### src/rtl/pw_entry_fsm.sv
// Four-symbol push-button code entry FSM with entry timeout.
// Optional lockout after three consecutive failures: define PW_LOCKOUT_EN.
module pw_entry_fsm #(
  parameter logic [7:0] PASSWORD       = 8'b00_01_10_11,
  parameter int         TIMEOUT_CYCLES = 100_000_000,
  parameter int         LOCK_CYCLES    = 500_000_000
) (
  input  logic       clkin,
  input  logic       reset,
  input  logic       pa,
  input  logic       pb,
  input  logic       pc,
  input  logic       pd,
  output logic       dec_enable,
  output logic       fail,
  output logic [3:0] led,
  output logic       locked
);

  localparam int TW = $clog2(TIMEOUT_CYCLES + 1);
  localparam logic [TW-1:0] TMO_LAST = TW'(TIMEOUT_CYCLES - 1);

`ifdef PW_LOCKOUT_EN
  localparam int LW = $clog2(LOCK_CYCLES + 1);
  localparam logic [LW-1:0] LOCK_LAST = LW'(LOCK_CYCLES - 1);
  typedef enum logic [1:0] {IDLE, ENTRY, CHECK, LOCK} state_t;
`else
  typedef enum logic [1:0] {IDLE, ENTRY, CHECK} state_t;
`endif

  state_t            state;
  logic [2:0]        cnt;
  logic [TW-1:0]     tmr;
  logic [3:0][1:0]   slots;   // slots[3] holds the first symbol entered
  logic [3:0]        btn, prev, rise;
  logic              primed;
  logic              sym_vld;
  logic [1:0]        sym;

  assign btn = {pd, pc, pb, pa};

  // primed stays low for the first sampled cycle after reset so a button held
  // through reset release is captured as a level, never as a press
  assign rise    = btn & ~prev & {4{primed}};
  assign sym_vld = $onehot(rise);
  assign sym     = {rise[3] | rise[2], rise[3] | rise[1]};

`ifdef PW_LOCKOUT_EN
  logic [1:0]    fcnt;
  logic [LW-1:0] ltmr;
`endif

  always_ff @(posedge clkin or posedge reset) begin
    if (reset) begin
      state      <= IDLE;
      cnt        <= '0;
      tmr        <= '0;
      slots      <= '0;
      prev       <= '0;
      primed     <= 1'b0;
      dec_enable <= 1'b0;
      fail       <= 1'b0;
`ifdef PW_LOCKOUT_EN
      fcnt       <= '0;
      ltmr       <= '0;
      locked     <= 1'b0;
`endif
    end else begin
      prev       <= btn;
      primed     <= 1'b1;
      dec_enable <= 1'b0;
      fail       <= 1'b0;
      case (state)
        IDLE: begin
          if (sym_vld) begin
            slots[3] <= sym;
            cnt      <= 3'd1;
            tmr      <= '0;
            state    <= ENTRY;
          end
        end
        ENTRY: begin
          if (sym_vld) begin
            slots[2'd3 - cnt[1:0]] <= sym;
            cnt <= cnt + 3'd1;
            tmr <= '0;
            if (cnt == 3'd3) state <= CHECK;
          end else if (tmr >= TMO_LAST) begin
            // abandoned partial entry is dropped without a fail pulse
            cnt   <= '0;
            tmr   <= '0;
            state <= IDLE;
          end else begin
            tmr <= tmr + 1'b1;
          end
        end
        CHECK: begin
          cnt   <= '0;
          state <= IDLE;
          if (slots == PASSWORD) begin
            dec_enable <= 1'b1;
`ifdef PW_LOCKOUT_EN
            fcnt       <= '0;
`endif
          end else begin
            fail <= 1'b1;
`ifdef PW_LOCKOUT_EN
            fcnt <= fcnt + 2'd1;
            if (fcnt == 2'd2) begin
              state  <= LOCK;
              locked <= 1'b1;
              ltmr   <= '0;
            end
`endif
          end
        end
`ifdef PW_LOCKOUT_EN
        LOCK: begin
          if (ltmr >= LOCK_LAST) begin
            state  <= IDLE;
            locked <= 1'b0;
            fcnt   <= '0;
            ltmr   <= '0;
          end else begin
            ltmr <= ltmr + 1'b1;
          end
        end
`endif
        default: state <= IDLE;
      endcase
    end
  end

`ifndef PW_LOCKOUT_EN
  // LOCK_CYCLES has no consumer in this build; keep it referenced
  logic unused_lock;
  assign unused_lock = ^LOCK_CYCLES;
  assign locked      = 1'b0;
`endif

  always_comb begin
    led = 4'b0000;
    if (state == ENTRY || state == CHECK) begin
      case (cnt)
        3'd0:    led = 4'b0000;
        3'd1:    led = 4'b0001;
        3'd2:    led = 4'b0011;
        3'd3:    led = 4'b0111;
        default: led = 4'b1111;
      endcase
    end
  end

endmodule
### config.mk
export PLATFORM = sky130hd
export DESIGN_NAME = pw_entry_fsm
export DESIGN_NICKNAME = d
export VERILOG_FILES = /design/src/rtl/pw_entry_fsm.sv
export SDC_FILE = /design/constraint.sdc
export NUM_CORES = 1
export LEC_CHECK = 0
export ABC_CLOCK_PERIOD_IN_PS = 8800
export CORE_MARGIN = 2
export CORE_UTILIZATION = 40
export CTS_CLUSTER_SIZE = 28
export DETAILED_ROUTE_END_ITERATION = 8
export PLACE_DENSITY_LB_ADDON = 0.25
export SLEW_MARGIN = 40
export SYNTH_ARGS = -nofsm -noshare
export SYNTH_HDL_FRONTEND = slang
export SYNTH_SLANG_ARGS = --single-unit
export TNS_END_PERCENT = 1
### constraint.sdc
create_clock -name clkin -period 8.8 [get_ports clkin]
set_input_delay 2.2 -clock clkin [delete_from_list [all_inputs] [get_ports clkin]]
set_output_delay 2.2 -clock clkin [all_outputs]
set_load 0.005 [all_outputs]
==> metrics.md, run 1 <==
| Metric | Value |
|---|---|
| Detailed-router iteration count before antenna repair | 4 |
| Worst slew margin relative to its limit | 0.4943 |
| Critical Path End Type | flop |
| Reported net switching power | 207.4 uW |
| Slack of the worst reg-to-reg path | 5390 ps |
| Area of the core | 6386 um2 |
| Post-route met1 wirelength | 2725 um |
| Post-Synth XOR/XNOR Area | 0.04941 |
| Actual slew at the worst max-slew pin | 757.1 ps |
| Number of synthesized flops with an enable pin | 0 |
| Final number of setup-violating endpoints | 0 |
| Clock root buffer | clkbuf_8 |
| Register bit total from synthesis | 47 |
| Final setup slack of the worst path | 3489 ps |
| Site Rows | 29 |
| WP data arrival | 5470 ps |
| Htree depth | 2 |
| Fin Clk Skew | around 12 ps |
| Hold_buf cts | 0 |
| Die X | 85.53 um |
| Post-Synth Simple-Gate Area | 0.2409 |
| Compound-Gate Fraction of Synth Area | 0.1224 |
| Avg Cell Area, Syn | 9.921 um2 |
| Share of Yosys cell area claimed by the top area cell type | 0.4424 |
| Share of flip-flops with an asynchronous set or reset | 1.000 |
| Detailed Route Iter0 Violations | around 130 |
| Final weighted congestion in routability-driven placement | 0.8551 |
| Library cell occupying the most area in the post-synthesis netlist | dfrtp_1 |
| Most repeated cell in the gate-level netlist after synthesis | dfrtp_1 |
| Layout filler cell count | 603 |
| Share of synthesized area spent on multiplexers | 0.04612 |
| Net Count, Synth | around 290 |
| Via/cell ratio | 5.469 |
| Main synth FF type | dfrtp_1 |
| Hold Path Depth | 1 |
| Fraction of the mapped netlist area in adder cells | 0.05929 |
| Number of different library cells in the post-synthesis netlist | 54 |
| Gate count after technology mapping | 268 |
| Post-detailed-routing wire length | 5134 um |
| Area occupied by multi-input gates | around 1400 um2 |
| Final core occ | 0.4620 |
| Clock Sink Count | 47 |
| Reg area | 1176 um2 |
| Post-route clock period utilization | 0.6036 |
| Met2 wire len | around 2200 um |
| Unrepaired setup endpoints after global routing | no |
| Residual DRC count | 0 |
| DIE AREA | 7315 um2 |
| Vias in the first global route | 1860 |
| Sequential Power Share | 0.416 |
| Largest net degree at the start of global routing | 48 |
| Final #Nets | 298 |
| Via Count | 1958 |
| PostCTS Resize Cnt | 0 |
| Data required, critical path | 8960 ps |
| Setup Slack @ Placement | about 3200 ps |
| WL per Instance | 14.34 um |
| Largest vdd supply drop | approximately 0.15 mV |
| Buffer count from post-CTS setup fixing | 0 |
| Top layer used by detailed routing | met4 |
| Detailed placement HPWL | approximately 3700 um |
| Combinational share of power | 0.329 |
| First-pass GRT wire length | 9004 um |
| Run status | complete, no violations |
| Leading post-synthesis cells by instance count | dfrtp_1 (47), nor2_1 (29), nand2_1 (27) |
| Area growth from synthesis to final layout | 10.96% |
| Maximum count of clock buffers along a single path | 2 |
| Final setup TNS | 0 ps |
| Final max-slew violation count | 0 |
| Cts bufs inserted | 5 |
| Final hold slack | 507.9 ps |
| Post-Synthesis Cell Area | 2659 um2 |
| WL met3 | 136 um |
| Total power draw | 623.5 uW |
| Dominant cells by area after synthesis | dfrtp_1 (44%), ha_1 (5.2%), xor2_1 (4.9%) |
| Worst reg2reg path depth | 9 |
| Kind of start point of the critical path | input pin |
| Total global routing track utilization | 0.1533 |
| Antenna cells | 0 |
| Share of synthesized area occupied by flip-flops and latches | 0.4424 |
| Switching power as a share of total power | 0.3326 |
| Clock Pin Slew Worst Setup and Hold Paths | about 100 ps |
| FMAX | 188.3 MHz |
| Share of post-route cells with drive strength above 1 | 0.1103 |
| Antenna violations before repair | 0 |
| Hold Fails Final Rpt | 0 |
| Int Pwr | about 420 uW |
| Share of total power in the clock network | 0.255 |
| Grt ovf | 0 |
| Yosys warns | 0 |
| Worst skew pair latency | 300 ps |
| Min-delay worst type | reg -> reg |
| Number of top-level pins | 13 |
| Port Buffer Count | 11 |
| Leak pwr | roughly 1.3 nW |
| Min cycle time layout | 5311 ps |
| Power per standard cell area | 211.3 nW/um2 |
| Clock tree from TritonCTS | done |
| Height of the chip | 85.53 um |
| Effective utilization at floorplan | 0.4163 |
| Antenna violation net count after detailed routing | 0 |
| Worst-path fanout max | 15 |
| Worst setup path category | in -> reg |
| Number of max-cap violations | 0 |
| Dominant combinational cell family by area after synthesis | simple AND/OR/NAND/NOR gates |
[cells in the final DEF (no fill, tap or decap), types with 2 or more instances in the layout]
master and instances:
mux2_1 2, o31ai_1 2, clkbuf_8 5, ha_1 11
and3b_1 3, and2_1 4, a22o_1 2, a31o_2 2
nand3_1 10, mux2_2 8, inv_1 13, buf_4 2
a21oi_1 6, o211ai_1 2, nand4_1 13, nor3_1 8
o21ai_1 2, and3_1 6, a21boi_0 2, xor2_1 15
o21ai_0 3, a41oi_1 3, nand2_1 27, nand2b_1 3
o22ai_1 4, a31oi_1 3, a2111oi_2 3, dfrtp_1 47
clkdlybuf4s50_1 11, conb_1 2, or3_1 2, nor2_1 29
[power groups by stage]
stage | logic [mW] | registers [mW] | clock network [mW]
detailed placement | 0.207 | 0.264 | 0
floorplan | 0.155 | 0.259 | 0
global placement | 0.206 | 0.263 | 0
finish | 0.205 | 0.260 | 0.159
CTS | 0.207 | 0.260 | 0.164
global route | 0.229 | 0.263 | 0.174
[worst paths after layout]
kind / startpoint / endpoint
min: slots[5] / slots[5]
min in group asynchronous: reset / fail
max reg2reg: primed / tmr[10]
max: pb / tmr[10]
min reg2reg: slots[5] / slots[5]
max in group asynchronous: reset / state[0]
[through the flow]
step,area [um2],cells
detailed placement,2830,349
finish,2950,358
floorplan,2659,268
global placement,2828,349
global route,2950,358
CTS,2943,357
[per-layer routing]
metal / global-route usage / vias to the layer above
met2: 0.2244 / 22
met1: 0.2322 / 947
li1: - / 982
met5: 0 / -
met3: 0.03176 / 7
met4: 0.03896 / 0
[worst max-delay path, cell delays in order]
cell	delay [ps]
clkdlybuf4s50_1	470
and3b_1	190
fa_1	430
ha_1	210
ha_1	280
nand4bb_1	430
and2_1	450
or4b_1	600
xor2_1	150
nor2_1	50
[sequential cells by signal (all words and copies together) (netlist names)]
signal      cells
fail            1
tmr            27
cnt             3
slots           8
dec_enable      1
prev            4
primed          1
state           2
[cell type report]
type / instances / area share
Clock buffer: 5 / 0.02332
Inverter: 14 / 0.01866
Clock inverter: 3 / 0.01484
Tap cell: 77 / 0.03265
Sequential cell: 47 / 0.3986
Timing Repair Buffer: 13 / 0.04241
Multi-Input combinational cell: 199 / 0.4695
[cells by family (layout without fill, tap and decap cells)]
| family | after synthesis | after routing |
|---|---|---|
| buffers and inverters | 22 | 35 |
| DFF | 47 | 47 |
| AOI/OAI and AO/OA | 40 | 40 |
| other | 2 | 2 |
| and+or+nand+nor | 119 | 119 |
| adders and majority gates | 12 | 12 |
| xor gates and xnor gates | 15 | 15 |
| muxes | 11 | 11 |
Power figures use the tool's default switching activity.
==> run 2, diff against run 1 <==
--- a/config.mk
+++ b/config.mk
@@ -5,7 +5,7 @@
 export SDC_FILE = /design/constraint.sdc
 export NUM_CORES = 1
 export LEC_CHECK = 0
-export ABC_CLOCK_PERIOD_IN_PS = 8800
+export ABC_CLOCK_PERIOD_IN_PS = 5100
 export CORE_MARGIN = 2
 export CORE_UTILIZATION = 40
 export CTS_CLUSTER_SIZE = 28
==> constraint.sdc (replaced) <==
create_clock -name clkin -period 5.1 [get_ports clkin]
set_input_delay 1.275 -clock clkin [delete_from_list [all_inputs] [get_ports clkin]]
set_output_delay 1.275 -clock clkin [all_outputs]
set_load 0.005 [all_outputs]
==> metrics.md, run 2 (synthesized netlist as in run 1, its figures left out) <==
| Metric | Value |
|---|---|
| Run status | complete, no violations (unchanged) |
| Critical Path End Type | flop (unchanged) |
| Clock Sink Count | 47 (unchanged) |
| FMAX | around 250 MHz |
| Peak per-stage delay on the critical path | 600 ps (about the same) |
| Cts bufs inserted | 5 (unchanged) |
| Worst slew margin relative to its limit | 0.6120 (was 0.4943) |
| Final weighted congestion in routability-driven placement | 0.8256 (was 0.8551) |
| Hold Fails Final Rpt | 0 (unchanged) |
| Height of the chip | 85.53 um (unchanged) |
| Effective utilization at floorplan | 0.4163 (unchanged) |
| Clock tree from TritonCTS | done (unchanged) |
| Grt met2 use | 0.2344 (was 0.2244) |
| Crit path top cell by count | ha_1 (unchanged) |
| Largest net degree at the start of global routing | 48 (unchanged) |
| Largest registers ranked by flip-flop count | tmr: 27 flops, slots: 8 flops, prev: 4 flops (unchanged) |
| Clock Pin Slew Worst Setup and Hold Paths | 90 ps (was 100 ps) |
| Grt ovf | 0 (unchanged) |
| DIE AREA | 7315 um2 (unchanged) |
| Worst-path fanout max | 15 (unchanged) |
| Switching power as a share of total power | 0.3332 (was 0.3326) |
| Final setup TNS | 0 ps (unchanged) |
| Detailed Route Iter0 Violations | 97 (was 128) |
| Int Pwr | 725.5 uW (was 416.1 uW) |
| GR Layer Usage met1 | 0.2286 (was 0.2322) |
| Buffers plus inverters on the worst setup path | 1 (unchanged) |
| Final #Nets | 302 (was 298) |
| Buffer count from post-CTS setup fixing | 0 (unchanged) |
| Number of flip-flops under the largest register name | 27 (unchanged) |
| Antenna violation net count after detailed routing | 0 (unchanged) |
| Residual DRC count | 0 (unchanged) |
| Share of total power in the clock network | 0.255 (about the same) |
| First-pass GRT wire length | 9149 um (was 9004 um) |
| Final core occ | 0.4667 (was 0.4620) |
| Min-delay worst type | reg -> reg (unchanged) |
| WP data arrival | 4190 ps (was 5470 ps) |
| Share of post-route cells with drive strength above 1 | 0.1228 (was 0.1103) |
| Final max-slew violation count | 0 (unchanged) |
| Reported net switching power | 362.6 uW (was 207.4 uW) |
| Maximum count of clock buffers along a single path | 2 (unchanged) |
| Worst skew pair latency | 300 ps (about the same) |
| Power per standard cell area | 365.1 nW/um2 (was 211.3 nW/um2) |
| Post-detailed-routing wire length | 5285 um (was 5134 um) |
| PostCTS Resize Cnt | 0 (unchanged) |
| Kind of start point of the critical path | input pin (unchanged) |
| Data required, critical path | 5290 ps (was 8960 ps) |
| Antenna cells | 0 (unchanged) |
| Hold Path Depth | 1 (unchanged) |
| Largest register by flop count | tmr (unchanged) |
| Ordered cell list for the critical path | clkdlybuf4s50_1, and3b_1, fa_1, ha_1, ha_1, nand4bb_1, and2_1, or4b_1, xor2_1, nor2_1 (unchanged) |
| Detailed placement HPWL | 3814 um (was 3734 um) |
| Final non-filler cell total | 362 (was 358) |
| Placed cell count | 353 (was 349) |
| Max stage delay cell, worst path | or4b_1 (unchanged) |
| Number of max-cap violations | 0 (unchanged) |
| Via/cell ratio | 5.594 (was 5.469) |
| Detailed-router iteration count before antenna repair | 4 (unchanged) |
| Combinational share of power | 0.334 (was 0.329) |
| Area growth from synthesis to final layout | 12.09% (was 10.96%) |
| Fin Clk Skew | 7.027 ps (was 12.05 ps) |
| Post-route clock period utilization | 0.7837 |
| Port Buffer Count | 11 (unchanged) |
| Setup Slack @ Placement | 773.1 ps (was 3168 ps) |
| Number of top-level pins | 13 (unchanged) |
| Family with the most delay on the worst path | simple AND/OR/NAND/NOR gates (unchanged) |
| Die X | 85.53 um (unchanged) |
| Leak pwr | 1.292 nW (was 1.272 nW) |
| Crit. path cell count | 10 (unchanged) |
| Total global routing track utilization | 0.1560 (was 0.1533) |
| Commonest non-fill, non-tap cell in the layout | dfrtp_1 (unchanged) |
| Htree depth | 2 (unchanged) |
| Min cycle time layout | 3997 ps |
| Clock root buffer | clkbuf_8 (unchanged) |
| Final number of setup-violating endpoints | 0 (unchanged) |
| Largest vdd supply drop | 0.2589 mV (was 0.1476 mV) |
| Sequential Power Share | 0.411 (was 0.416) |
| WL per Instance | 14.60 um (was 14.34 um) |
| Worst reg2reg path depth | 9 (unchanged) |
| Unrepaired setup endpoints after global routing | no (unchanged) |
| Area of the core | 6386 um2 (unchanged) |
| GR met3 Demand/Resource | 0.03272 (was 0.03176) |
| Hold_buf cts | 0 (unchanged) |
| Site Rows | 29 (unchanged) |
| Antenna violations before repair | 0 (unchanged) |
| Most frequent cells in the layout | dfrtp_1 (47), nor2_1 (29), nand2_1 (27) (unchanged) |
| Via Count | 2025 (was 1958) |
| Final setup slack of the worst path | 1103 ps (was 3489 ps) |
| Actual slew at the worst max-slew pin | 582.0 ps (was 757.1 ps) |
| Worst setup path category | in -> reg (unchanged) |
| Top Usage Layer GRT | met2 (was met1) |
| Layout filler cell count | 612 (was 603) |
| Vias in the first global route | 1920 (was 1860) |
-- run 2: metal layers --
layer,share of wire,up-vias
li1,-,987
met1,0.52,1009
met2,0.45,24
met3,0.026,5
met4,0.010,0
met5,0,-
-- run 2: worst paths after layout --
check                              start       end  slack, ps
min in group asynchronous          reset  slots[1]       1390
worst max-delay path                  pb   tmr[10]       1100
max in group asynchronous          reset    tmr[0]       3310
worst max register to register    primed   tmr[10]       2070
worst min register to register  slots[5]  slots[5]        510
worst min-delay path            slots[5]  slots[5]        510
-- run 2: through the flow --
step | cell area, um2 | power (mW) | hold slack, ps
floorplan | 2659 | 0.7148 | 470.7
global placement | 2858 | 0.8141 | 485.0
detailed placement | 2860 | 0.8212 | 486.0
CTS | 2973 | 1.100 | 513.4
global route | 2980 | 1.161 | 524.5
finish | 2980 | 1.088 | 509.2
-- run 2: cell type report --
type	instances	area [um2]	share of cell area
clock buffer	5	68.82	0.02309
clock inverter	3	43.79	0.01469
inverter	14	55.05	0.01847
multi-input combinational	199	1385	0.4647
sequential	47	1176	0.3946
tap	77	96.34	0.03233
timing repair buffer	17	155.1	0.05206
-- run 2: power groups by stage --
stage,sequential [mW],combinational [mW],clock [mW]
after CTS,0.448,0.366,0.285
after floorplan,0.448,0.267,0
after global routing,0.455,0.409,0.297
final,0.448,0.363,0.277
after global placement,0.454,0.360,0
after detailed placement,0.455,0.366,0
==> run 3, diff against run 2 <==
--- a/config.mk
+++ b/config.mk
@@ -5,7 +5,7 @@
 export SDC_FILE = /design/constraint.sdc
 export NUM_CORES = 1
 export LEC_CHECK = 0
-export ABC_CLOCK_PERIOD_IN_PS = 5100
+export ABC_CLOCK_PERIOD_IN_PS = 3800
 export CORE_MARGIN = 2
 export CORE_UTILIZATION = 40
 export CTS_CLUSTER_SIZE = 28
==> constraint.sdc (replaced) <==
create_clock -name clkin -period 3.8 [get_ports clkin]
set_input_delay 0.95 -clock clkin [delete_from_list [all_inputs] [get_ports clkin]]
set_output_delay 0.95 -clock clkin [all_outputs]
set_load 0.005 [all_outputs]
==> metrics.md, run 3 (synthesized netlist as in run 1, its figures left out) <==
| Metric | Value |
|---|---|
| Area growth from synthesis to final layout | 14.82% (was 12.09%) |
| Final weighted congestion in routability-driven placement | 0.8706 (was 0.8256) |
| Worst slew margin relative to its limit | 0.6193 (was 0.6120) |
| Final setup slack of the worst path | 276.7 ps (was 1103 ps) |
| Buffers plus inverters on the worst setup path | 3 (was 1) |
| Antenna violations before repair | 0 (unchanged) |
| Via Count | 2066 (was 2025) |
| Setup Slack @ Placement | -91.88 ps (was 773.1 ps) |
| Family with the most delay on the worst path | adder cells (was simple AND/OR/NAND/NOR gates) |
| Maximum count of clock buffers along a single path | 2 (unchanged) |
| Buffer count from post-CTS setup fixing | 0 (unchanged) |
| Worst-path fanout max | 7 (was 15) |
| Combinational share of power | 0.382 (was 0.334) |
| Placed cell count | 362 (was 353) |
| Area occupied by multi-input gates | 1385 um2 (unchanged) |
| Clock Pin Slew Worst Setup and Hold Paths | 90 ps (about the same) |
| Largest vdd supply drop | 0.2432 mV (was 0.2589 mV) |
| Peak per-stage delay on the critical path | 470 ps (was 600 ps) |
| Residual DRC count | 0 (unchanged) |
| Port Buffer Count | 11 (unchanged) |
| First-pass GRT wire length | 9597 um (was 9149 um) |
| Vias in the first global route | 2035 (was 1920) |
| Min cycle time layout | 3523 ps |
| Post-detailed-routing wire length | 5454 um (was 5285 um) |
| DIE AREA | 7315 um2 (unchanged) |
| Detailed-router iteration count before antenna repair | 4 (unchanged) |
| Met2 wire len | 2472 um (was 2363 um) |
| Int Pwr | 970.8 uW (was 725.5 uW) |
| Clock root buffer | clkbuf_8 (unchanged) |
| Antenna violation net count after detailed routing | 0 (unchanged) |
| Site Rows | 29 (unchanged) |
| Detailed placement HPWL | 4014 um (was 3814 um) |
| Critical Path End Type | flop (unchanged) |
| Layout filler cell count | 602 (was 612) |
| Antenna cells | 0 (unchanged) |
| Total global routing track utilization | 0.1621 (was 0.1560) |
| Most frequent cells in the layout | dfrtp_1 (47), nor2_1 (29), nand2_1 (27) (unchanged) |
| Switching power as a share of total power | 0.3463 (was 0.3332) |
| Min-delay worst type | reg -> reg (unchanged) |
| PostCTS Resize Cnt | 0 (unchanged) |
| Final max-slew violation count | 0 (unchanged) |
| Worst setup path category | in -> reg (unchanged) |
| Leak pwr | 1.324 nW (was 1.292 nW) |
| Reported net switching power | 514.2 uW (was 362.6 uW) |
| Worst skew pair latency | 300 ps (about the same) |
| Hold_buf cts | 0 (unchanged) |
| Actual slew at the worst max-slew pin | 571.0 ps (was 582.0 ps) |
| Data required, critical path | 4010 ps (was 5290 ps) |
| Share of total power in the clock network | 0.211 (was 0.255) |
| Slack of the worst reg-to-reg path | 920 ps (was 2070 ps) |
| Top layer used by detailed routing | met4 (unchanged) |
| Die X | 85.53 um (unchanged) |
| Via/cell ratio | 5.569 (was 5.594) |
| Run status | complete, no violations (unchanged) |
| Clock tree from TritonCTS | done (unchanged) |
| Share of post-route cells with drive strength above 1 | 0.1497 (was 0.1228) |
| Commonest non-fill, non-tap cell in the layout | dfrtp_1 (unchanged) |
| Hold Fails Final Rpt | 0 (unchanged) |
| Final setup TNS | 0 ps (unchanged) |
| Post-route clock period utilization | 0.9272 |
| Number of max-cap violations | 0 (unchanged) |
| Ordered cell list for the critical path | clkdlybuf4s50_1, and3b_1, fa_1, ha_1, ha_1, nand4bb_1, buf_4, a2111oi_2, buf_4, nand4_1, xor2_1, nor2_1 (was clkdlybuf4s50_1, and3b_1, fa_1, ha_1, ha_1, nand4bb_1, and2_1, or4b_1, xor2_1, nor2_1) |
| Final #Nets | 311 (was 302) |
| Cts bufs inserted | 5 (unchanged) |
| Grt ovf | 0 (unchanged) |
| Detailed Route Iter0 Violations | 93 (was 97) |
| Htree depth | 2 (unchanged) |
| FMAX | between 200 and 300 MHz |
| Post-route met1 wirelength | 2768 um (was 2732 um) |
| Number of top-level pins | 13 (unchanged) |
| Final number of setup-violating endpoints | 0 (unchanged) |
| WL met3 | 161 um (was 135 um) |
| WP data arrival | 3730 ps (was 4190 ps) |
| Clock Sink Count | 47 (unchanged) |
| Max stage delay cell, worst path | clkdlybuf4s50_1 (was or4b_1) |
| Unrepaired setup endpoints after global routing | no (unchanged) |
| Largest net degree at the start of global routing | 48 (unchanged) |
| Reg area | 1176 um2 (unchanged) |
| Effective utilization at floorplan | 0.4163 (unchanged) |
| Number of flip-flops under the largest register name | 27 (unchanged) |
| Final non-filler cell total | 371 (was 362) |
| Kind of start point of the critical path | input pin (unchanged) |
| Area of the core | 6386 um2 (unchanged) |
| Power per standard cell area | 486.4 nW/um2 (was 365.1 nW/um2) |
| Largest register by flop count | tmr (unchanged) |
| Largest registers ranked by flip-flop count | tmr: 27 flops, slots: 8 flops, prev: 4 flops (unchanged) |
| Sequential Power Share | 0.407 (was 0.411) |
| WL per Instance | 14.70 um (was 14.60 um) |
| Fin Clk Skew | 8.003 ps (was 7.027 ps) |
| Height of the chip | 85.53 um (unchanged) |
run 3: layout make-up:
type,count,area share
clock inverter,3,0.007787
clock buffer,5,0.02254
inverter,14,0.01803
sequential,47,0.3852
tap,77,0.03156
multi-input combinational,199,0.4537
timing repair buffer,26,0.08115
run 3: worst register-to-register path: stages (launching register included):
cell	delay, ps
dfrtp_1	410
and3b_1	210
fa_1	480
ha_1	210
ha_1	280
nand4bb_1	200
buf_4	170
a2111oi_2	280
buf_4	200
nand4_1	120
xor2_1	170
nor2_1	50
run 3: path summary, 6_finish.rpt:
path / cells past startpoint / to / from
min: 1 / slots[3] / slots[3]
max in group asynchronous: 2 / tmr[3] / reset
max: 12 / tmr[24] / pb
min in group asynchronous: 2 / tmr[20] / reset
max reg2reg: 11 / tmr[24] / primed
min reg2reg: 1 / slots[3] / slots[3]
run 3: metrics by stage:
step / hold slack, ps / instance area (um2) / utilization / total power [mW]
CTS: 516.9 / 3045 / 0.4769 / 1.502
floorplan: 470.7 / 2659 / - / 0.9593
detailed placement: 488.7 / 2953 / 0.4624 / 1.182
global placement: 485.1 / 2950 / 0.4620 / 1.172
global route: 540.8 / 3053 / 0.4781 / 1.587
finish: 513.2 / 3053 / 0.4781 / 1.485
run 3: power groups by stage:
stage | logic [mW] | registers (mW) | clock network, mW
4_1_cts | 0.572 | 0.603 | 0.327
2_1_floorplan | 0.359 | 0.601 | 0
6_report | 0.567 | 0.604 | 0.314
3_5_place_dp | 0.570 | 0.611 | 0
5_1_grt | 0.626 | 0.611 | 0.350
3_3_place_gp | 0.562 | 0.610 | 0
run 3: per-layer routing:
metal  track usage  up-vias
li1              -     1004
met2        0.2443       31
met4       0.05051        0
met3       0.02984        5
met5             0        -
met1        0.2375     1026
